===== src/rtl/motor_bridge_drv.sv =====
// motor_bridge_drv: turns the steering logic's 4-bit motor command into
// dual H-bridge direction pins plus PWM enables, with input synchronisation,
// soft-start duty ramp, reversal dead time and an optional active brake.
// Optional feature macro: MOTOR_BRAKE_EN (define to enable the 11 = brake
// decode and the BRAKE state; undefined, 11 is treated as coast).

// One bridge channel. Forward and reverse are symmetric, so the channel only
// needs to know the two-bit pin pattern to drive; the mirrored decode of
// channel B falls out of latching the raw pattern.
module motor_bridge_chan #(
  parameter int PWM_W     = 8,
  parameter int DUTY_MAX  = 200,
  parameter int RAMP_STEP = 4,
  parameter int RAMP_DIV  = 1000,
  parameter int DEAD_CYC  = 50
) (
  input  logic             i_clk,
  input  logic             i_rst,
  input  logic [1:0]       i_cmd,
  input  logic [PWM_W-1:0] i_cnt,
  output logic [1:0]       o_pair,
  output logic             o_en,
  output logic             o_done
);

  localparam int DW  = PWM_W + 1;
  localparam int TW  = (RAMP_DIV > 1) ? $clog2(RAMP_DIV) : 1;
  localparam int DCW = $clog2(DEAD_CYC + 1);

  localparam logic [DW-1:0]  DUTY_CEIL  = DW'(DUTY_MAX);
  localparam logic [DW:0]    STEP_EXT   = (DW + 1)'(RAMP_STEP);
  localparam logic [TW-1:0]  TIMER_LAST = TW'(RAMP_DIV - 1);
  localparam logic [DCW-1:0] DEAD_LOAD  = DCW'(DEAD_CYC);
  localparam logic [DCW-1:0] DEAD_ONE   = DCW'(1);

`ifdef MOTOR_BRAKE_EN
  localparam bit BRAKE_EN = 1'b1;
`else
  localparam bit BRAKE_EN = 1'b0;
`endif

  typedef enum logic [1:0] {COAST, DRIVE, DEAD, BRAKE} state_t;

  state_t         r_state;
  logic [1:0]     r_dir;
  logic [DW-1:0]  r_duty;
  logic [TW-1:0]  r_timer;
  logic [DCW-1:0] r_dead;

  logic           w_isDrive;
  logic           w_isBrk;
  logic           w_isCoast;
  logic [DW:0]    w_sum;
  logic [DW-1:0]  w_dutyNext;

  // Command decode plus the saturating next-duty value used on a ramp tick.
  always_comb begin
    w_isDrive  = (i_cmd == 2'b01) || (i_cmd == 2'b10);
    w_isBrk    = BRAKE_EN && (i_cmd == 2'b11);
    w_isCoast  = !w_isDrive && !w_isBrk;
    w_sum      = {1'b0, r_duty} + STEP_EXT;
    w_dutyNext = (w_sum > {1'b0, DUTY_CEIL}) ? DUTY_CEIL : w_sum[DW-1:0];
  end

  // Channel FSM with registered pin/enable outputs; leaving COAST and the end
  // of a dead window share the same "enter from command" decision.
  always_ff @(posedge i_clk or posedge i_rst) begin
    if (i_rst) begin
      r_state <= COAST;
      r_dir   <= 2'b00;
      r_duty  <= '0;
      r_timer <= '0;
      r_dead  <= '0;
      o_pair  <= 2'b00;
      o_en    <= 1'b0;
    end else begin
      case (r_state)
        COAST, DEAD: begin
          if (r_state == DEAD && r_dead != DEAD_ONE) begin
            r_dead <= r_dead - DEAD_ONE;
            o_pair <= 2'b00;
            o_en   <= 1'b0;
            r_duty <= '0;
          end else if (w_isDrive) begin
            r_state <= DRIVE;
            r_dir   <= i_cmd;
            o_pair  <= i_cmd;
            o_en    <= 1'b0;
            r_duty  <= '0;
            r_timer <= '0;
          end else if (w_isBrk) begin
            r_state <= BRAKE;
            o_pair  <= 2'b11;
            o_en    <= 1'b1;
            r_duty  <= '0;
          end else begin
            r_state <= COAST;
            o_pair  <= 2'b00;
            o_en    <= 1'b0;
            r_duty  <= '0;
          end
        end
        DRIVE: begin
          if (i_cmd == r_dir) begin
            o_pair <= r_dir;
            o_en   <= ({1'b0, i_cnt} < r_duty);
            if (r_timer == TIMER_LAST) begin
              r_timer <= '0;
              r_duty  <= w_dutyNext;
            end else begin
              r_timer <= r_timer + TW'(1);
            end
          end else if (w_isCoast) begin
            r_state <= COAST;
            o_pair  <= 2'b00;
            o_en    <= 1'b0;
            r_duty  <= '0;
          end else begin
            r_state <= DEAD;
            r_dead  <= DEAD_LOAD;
            o_pair  <= 2'b00;
            o_en    <= 1'b0;
            r_duty  <= '0;
          end
        end
        BRAKE: begin
          if (w_isDrive) begin
            r_state <= DEAD;
            r_dead  <= DEAD_LOAD;
            o_pair  <= 2'b00;
            o_en    <= 1'b0;
          end else if (w_isCoast) begin
            r_state <= COAST;
            o_pair  <= 2'b00;
            o_en    <= 1'b0;
          end else begin
            o_pair  <= 2'b11;
            o_en    <= 1'b1;
          end
          r_duty <= '0;
        end
        default: begin
          r_state <= COAST;
          o_pair  <= 2'b00;
          o_en    <= 1'b0;
          r_duty  <= '0;
        end
      endcase
    end
  end

  // Ramp complete flag straight from registered state and duty.
  always_comb begin
    o_done = (r_state == DRIVE) && (r_duty == DUTY_CEIL);
  end

endmodule

// Top level: synchroniser, shared PWM counter and the two channels.
module motor_bridge_drv #(
  parameter int PWM_W     = 8,
  parameter int DUTY_MAX  = 200,
  parameter int RAMP_STEP = 4,
  parameter int RAMP_DIV  = 1000,
  parameter int DEAD_CYC  = 50
) (
  input  logic       i_clk,
  input  logic       i_rst,
  input  logic [3:0] i_motor,
  output logic [3:0] o_bridge_in,
  output logic       o_ena,
  output logic       o_enb,
  output logic [1:0] o_ramp_done
);

  logic [3:0]       r_sync1;
  logic [3:0]       r_sync2;
  logic [PWM_W-1:0] r_cnt;

  logic [1:0]       w_pairA;
  logic [1:0]       w_pairB;

  // Two-flop synchroniser for the possibly asynchronous command nibble.
  always_ff @(posedge i_clk or posedge i_rst) begin
    if (i_rst) begin
      r_sync1 <= 4'b0000;
      r_sync2 <= 4'b0000;
    end else begin
      r_sync1 <= i_motor;
      r_sync2 <= r_sync1;
    end
  end

  // Free-running PWM counter shared by both channels; wraps naturally.
  always_ff @(posedge i_clk or posedge i_rst) begin
    if (i_rst) begin
      r_cnt <= '0;
    end else begin
      r_cnt <= r_cnt + PWM_W'(1);
    end
  end

  motor_bridge_chan #(
    .PWM_W(PWM_W), .DUTY_MAX(DUTY_MAX), .RAMP_STEP(RAMP_STEP),
    .RAMP_DIV(RAMP_DIV), .DEAD_CYC(DEAD_CYC)
  ) u_chanA (
    .i_clk (i_clk),
    .i_rst (i_rst),
    .i_cmd (r_sync2[1:0]),
    .i_cnt (r_cnt),
    .o_pair(w_pairA),
    .o_en  (o_ena),
    .o_done(o_ramp_done[0])
  );

  motor_bridge_chan #(
    .PWM_W(PWM_W), .DUTY_MAX(DUTY_MAX), .RAMP_STEP(RAMP_STEP),
    .RAMP_DIV(RAMP_DIV), .DEAD_CYC(DEAD_CYC)
  ) u_chanB (
    .i_clk (i_clk),
    .i_rst (i_rst),
    .i_cmd (r_sync2[3:2]),
    .i_cnt (r_cnt),
    .o_pair(w_pairB),
    .o_en  (o_enb),
    .o_done(o_ramp_done[1])
  );

  // Channel pin pairs are already registered; just place them in motor order.
  always_comb begin
    o_bridge_in = {w_pairB, w_pairA};
  end

endmodule


===== config.mk =====
export PLATFORM = sky130hd
export DESIGN_NAME = motor_bridge_drv
export DESIGN_NICKNAME = d
export VERILOG_FILES = /design/src/rtl/motor_bridge_drv.sv
export SDC_FILE = /design/constraint.sdc
export NUM_CORES = 1
export LEC_CHECK = 0
export CORE_ASPECT_RATIO = 0.8
export CORE_MARGIN = 4
export CORE_UTILIZATION = 52
export DETAILED_ROUTE_END_ITERATION = 10
export DONT_BUFFER_PORTS = 1
export PLACE_DENSITY = 0.67
export SLEW_MARGIN = 15
export SYNTH_ARGS = -nofsm -noshare
export SYNTH_HDL_FRONTEND = slang
export SYNTH_HIERARCHICAL = 1
export SYNTH_SLANG_ARGS = --single-unit

===== constraint.sdc =====
create_clock -name i_clk -period 2.7 [get_ports i_clk]
set_clock_uncertainty 0.2 [all_clocks]
set_input_delay 0 -clock i_clk [delete_from_list [all_inputs] [get_ports i_clk]]
set_output_delay 0 -clock i_clk [all_outputs]
set_load 0.01 [all_outputs]

======== Yosys cells after proc, flatten, opt, wreduce, memory -nomap -nowiden ========
Cells that the tools add are included.
word-level totals
  register bits after elaboration ......... 80
  input bits .............................. 6
  logic and storage cells ................. 130
operators by class
  add/sub/neg operators ................... 7
  magnitude comparators ................... 4
  equal/unequal tests ..................... 30
  muxes and demuxes ....................... 48
  bitwise gates (word level) .............. 2
  reductions and logical operators ........ 22
operators by type and width
  kind                     number
  $mux W10                 8
  $mux W9                  6
  $pmux W10 S2             2
  $mux W6                  6
  $pmux W6 S3              2
  $pmux W9 S2              2
  $mux W2                  12
  $pmux W2 S3              4
  $add A10 B1 Y10 const B  2
  $add A9 B3 Y10 const B   2
  $eq A10 B10 Y1 const B   2
  $gt A10 B8 Y1 const B    2
  $eq A9 B8 Y1 const B     2
  $lt A8 B9 Y1             2
  $eq A2 B2 Y1 const B     6
  $ne A2 B1 Y1 const B     6
  $ne A6 B1 Y1 const B     2
  $sub A6 B1 Y6 const B    2
  $add A8 B1 Y8 const B    1
  $eq A2 B1 Y1 const B     4
  $ne A2 B2 Y1 const B     4
  $reduce_and A2 Y1        4
  $reduce_and A4 Y1        2
  $ne A3 B3 Y1 const B     2
  11 further kinds         26

======== Depth between registers and ports, before layout ========
  depth in word-level cells ............... 6
  depth in mapped cells ................... 8
  gate-level depth less buffers ........... 7

======== Cells and area by module ========
Netlist, hierarchy kept.
modules (own cells, without submodules)
  module                        times used  cells an instance  area an instance (um^2)  seq. area each (um^2)
  motor_bridge_chan at u_chanB  1           208                1894.3                   750.7
  motor_bridge_chan at u_chanA  1           205                1875.5                   750.7
  motor_bridge_drv              1           33                 520.5                    400.4

======== Worst setup path before layout ========
Ideal clock, no wire load.
  path type ............................... reg-to-reg
  from .................................... register r_sync2[0]
  to ...................................... register u_chanA.r_timer[1]
  arrival ................................. 1.706 ns
  required time ........................... 2.379 ns
  path slack .............................. 0.673 ns
  stages on the path, launching flop included .. 8
  path buffers ............................ 1
  period minus slack after synthesis ...... 2.027 ns
  cell sequence ........................... dfrtp_1 > inv_1 > ha_1 > nor4b_1 > a21oi_1 > and2_4 > buf_6 > a22o_1
between the ends
  longest elaborated chain between the ends .. 4
  elaborated cells on any way between the ends .. 7
RTL lines
  item                                                 RTL line  text
  from (decl)                                          177       logic [3:0] r_sync2;
  from (signal assigned)                               190       r_sync2 <= r_sync1;
  $eq A2 B1 Y1 / $eq A2 B2 Y1 (equally long branches)  58        w_isDrive = (i_cmd == 2'b01) || (i_cmd == 2'b10);
  $logic_or A1 B1 Y1                                   58
  $ne A2 B1 Y1 (no source line)                        n/a
  $reduce_and A4 Y1 (no source line) (*)               n/a
  to (signal assigned)                                 111       r_timer <= r_timer + TW'(1);
  to (decl)                                            47        logic [TW-1:0] r_timer;
Mark *: on every way between the ends. The rest lies on a longest branch, timed or not.
A chain may end at the register's enable or synchronous reset.

======== Worst setup path in the final report ========
  from .................................... register u_chanA.r_duty[2]
  to ...................................... output o_ramp_done[0]
between the ends
  longest elaborated chain between the ends .. 2
RTL lines
  item                    RTL line  text
  from (decl)             46        logic [DW-1:0] r_duty;
  from (signal assigned)  109       r_duty <= w_dutyNext;
  $eq A9 B8 Y1            154       o_done = (r_state == DRIVE) && (r_duty == DUTY_CEIL);
  $logic_and A1 B1 Y1     154
  to (decl)               173       output logic [1:0] o_ramp_done
No other way between the ends.

==> reports/qor.yml <==
status: "finished clean"
seq_area_frac_synth: 0.4433
fill_cells: 676
dpl.hpwl_um: 6068
cp_slowest_stage_delay_ps: 580
root_buffer: "clkbuf_8"
min_period_over_period: 0.8691
setup_violations: 0
crit_slowest_cell: "or4b_2"
rsz0062_at_grt: "no"
drc: 0
fmaxAchievable_mhz: 426.2
drtAntennaViolNets: 0
reg2reg_from: "u_chanB/r_duty[2]"
start_util: 0.5375
rr_worst_depth: 7
ys_types: 65
clk_path_buf_depth: 2
ys_ff_latch: 76
start_kind: "flip-flop"
slew-limit-headroom: 0.4145
antenna_found_initial: 0
setup_tns_ps: 0
drtPass1Iterations: 5
cts_tree: "yes"
yosysTopAreaCell: "dfrtp_1"
worstPathMaxFanout: 7
via_per_inst: 5.722
synthFlopType: "dfrtp_1"
synth_area_um2: 4290
nets: 497
holdWs_ps: 2.832
gp_congestion: 0.8566
power.total_mw: 3.173
yosys-top-cells-area: "dfrtp_1 (44%), ha_1 (8.5%), o21ai_0 (3.7%)"
arrival_ps: 2150
end_kind: "output port"
worstReg2RegEnd: "u_chanB/r_duty[4]"
clock_latency_ps: 350
power.density_nw_per_um2: 674.1
hold_path.class: "in -> async"
maxCapViolCount: 0
dr_total_vias: 3290
wire_per_inst_um: 15.08
diodes: 0
grt_use_total: 0.1947
io_pins: 14
period_minus_slack_ps: 2347
die_w_um: 109.6
row_count: 29
synth_nets: 481
synthArstFlopShare: 1.000
drtIter0Drc: 266
wl_um: 8671
drive_above_1_share: 0.1006
clock_sinks: 76
crit_chain: "inv_1 -> ha_1 -> or4b_2 -> nor4_1 -> buf_4"
p_leak_nw: 2.016
yosys_warnings: 6
slew_viol_final: 0
worstMarginPinSlew_ps: 878.2
core_um2: 7983
synth_edf_count: 0
syn_area_per_cell_um2: 9.620
r2r_setup_slack_ps: 470
critPathLaunch: "u_chanA/r_duty[2]"
grt_max_degree: 31
grt_pass1_vias: 3074
grt_pass1_wl_um: 14880
synthCells: 446
numCtsBuffers: 9
path_clk_slew_ps: 80
synth_top_area_share: 0.4433
port-buffer-count: 0
critical_path_required_ps: 2500
syn2layout_area_growth_pct: 9.711
grt_overflow_total: 0
crit_type: "reg -> out"
peakVddDrop_uv: 471.0
cts_htree_levels: 3
fp.dieArea_um2: 9777
post_cts_buffers: 0
hold_viol: 0
die_h_um: 89.25
cp-endpoint: "o_ramp_done[0]"
[metal layers]
| layer | vias to the layer above | routed length [µm] | GRT usage |
|---|---|---|---|
| met2 | 76 | 3705 | 0.2737 |
| met4 | 0 | 129 | 0.07135 |
| met5 | - | 0 | 0 |
| met1 | 1570 | 4408 | 0.2873 |
| li1 | 1631 | - | - |
| met3 | 13 | 429 | 0.05343 |
[worst min path at each step]
stage / endpoint / slack [ps] / cells after the start
3_5_place_dp: u_chanA/r_timer[0] / -210 / 2
6_report: u_chanB/r_dead[4] / 3 / 3
2_1_floorplan: r_cnt[0] / -290 / 1
5_1_grt: u_chanB/r_dead[4] / 50 / 3
3_3_place_gp: u_chanB/r_dir[0] / -200 / 2
4_1_cts: u_chanB/r_dead[5] / 0.3 / 3
[through the flow]
| step | utilization | worst slack [ps] | instances | area (µm²) |
|---|---|---|---|---|
| global placement | 0.5517 | 579.4 | 549 | 4404 |
| floorplan | - | 672.9 | 446 | 4290 |
| detailed placement | 0.5517 | 506.0 | 549 | 4404 |
| global route | 0.5897 | 217.5 | 575 | 4707 |
| CTS | 0.5897 | 324.0 | 575 | 4707 |
| finish | 0.5897 | 353.5 | 575 | 4707 |
[placed cells by master, fill, tap and decap left out, types with 3 or more instances in the layout]
| cell type | n |
|---|---|
| nand2b_1 | 3 |
| buf_4 | 8 |
| o21ai_1 | 9 |
| and2_1 | 4 |
| dlygate4sd3_1 | 10 |
| nor2_1 | 28 |
| xnor2_1 | 7 |
| nor4_1 | 4 |
| a31oi_1 | 8 |
| xor2_1 | 15 |
| a22o_1 | 3 |
| a21oi_1 | 21 |
| a211oi_1 | 6 |
| nand3_1 | 18 |
| o21ai_0 | 32 |
| and3_1 | 8 |
| nand2_1 | 37 |
| or3_1 | 5 |
| o31ai_1 | 6 |
| nand4_1 | 10 |
| a41o_1 | 3 |
| o21a_1 | 3 |
| ha_1 | 29 |
| nor3_1 | 14 |
| dfrtp_1 | 76 |
| clkbuf_8 | 11 |
| nor3_2 | 3 |
| inv_1 | 36 |
[sequential cells by signal, summed over array words and instances, names as in the netlist]
| register | cells |
|---|---|
| u_chanA/r_timer | 10 |
| u_chanB/r_timer | 10 |
| r_cnt | 8 |
| u_chanA/r_duty | 7 |
| u_chanB/r_duty | 7 |
| u_chanA/r_dead | 6 |
| u_chanB/r_dead | 6 |
| r_sync1 | 4 |
| r_sync2 | 4 |
| u_chanA/o_pair | 2 |
| u_chanA/r_dir | 2 |
| u_chanA/r_state | 2 |
| u_chanB/o_pair | 2 |
| u_chanB/r_dir | 2 |
| u_chanB/r_state | 2 |
| u_chanA/o_en | 1 |
| u_chanB/o_en | 1 |
[report_power, final]
| group | total, mW | leakage (nW) | internal [mW] | switching, mW |
|---|---|---|---|---|
| clock network | 0.897 | 0.102 | 0.475 | 0.422 |
| logic | 0.793 | 0.931 | 0.313 | 0.480 |
| registers | 1.48 | 0.982 | 1.31 | 0.176 |
[worst max-delay path: cells and delay by family, from the launching register on]
kind / cells / cell delay (ps)
adder cells (fa/ha/maj): 1 / 170
buffers and inverters: 2 / 330
flip-flops: 1 / 450
AND/OR/NAND/NOR: 2 / 840
[synthesized netlist by cell type (3+ instances only)]
library cell	number
buf_2	6
and3_1	8
nand4_1	10
xor2_1	15
a21oi_1	21
and2_1	4
o21a_1	3
ha_1	29
nand3_1	18
nor3_1	15
a22o_1	3
a31oi_1	8
inv_1	36
buf_6	3
xnor2_1	7
o31ai_1	6
nor2_1	28
or3_1	5
o21ai_1	9
nand2b_1	3
a41o_1	3
nor4_1	4
nand2_1	37
a211oi_1	6
dfrtp_1	76
o21ai_0	32
[area by class of cell]
cell class / instances / area, µm² / share of cell area
Multi-Input combinational cell: 320 / 2168 / 0.4607
Sequential cell: 76 / 1902 / 0.4040
Timing Repair Buffer: 18 / 160.2 / 0.03402
Clock buffer: 12 / 155.1 / 0.03296
Inverter: 37 / 138.9 / 0.02951
Tap cell: 108 / 135.1 / 0.02871
Clock inverter: 4 / 47.55 / 0.01010
[timing repair]
action                                  4_1_cts  5_1_grt
endpoints found under the setup margin        0        0
hold buffers                                 10        0
hold endpoints to repair                     80        0
gates resized for setup                       0        0
[logic make-up (layout without fill, tap and decap cells)]
kind of cell | after synthesis | after routing | share of synthesized area
AOI/OAI and AO/OA | 112 | 112 | 0.1706
xor gates and xnor gates | 22 | 22 | 0.04491
muxes | 2 | 2 | 0.005832
adders and majority gates | 29 | 29 | 0.08457
buffers and inverters | 50 | 71 | 0.05249
DFF | 76 | 76 | 0.4433
and+or+nand+nor | 155 | 155 | 0.1983
(Power assumes the default switching activity.)
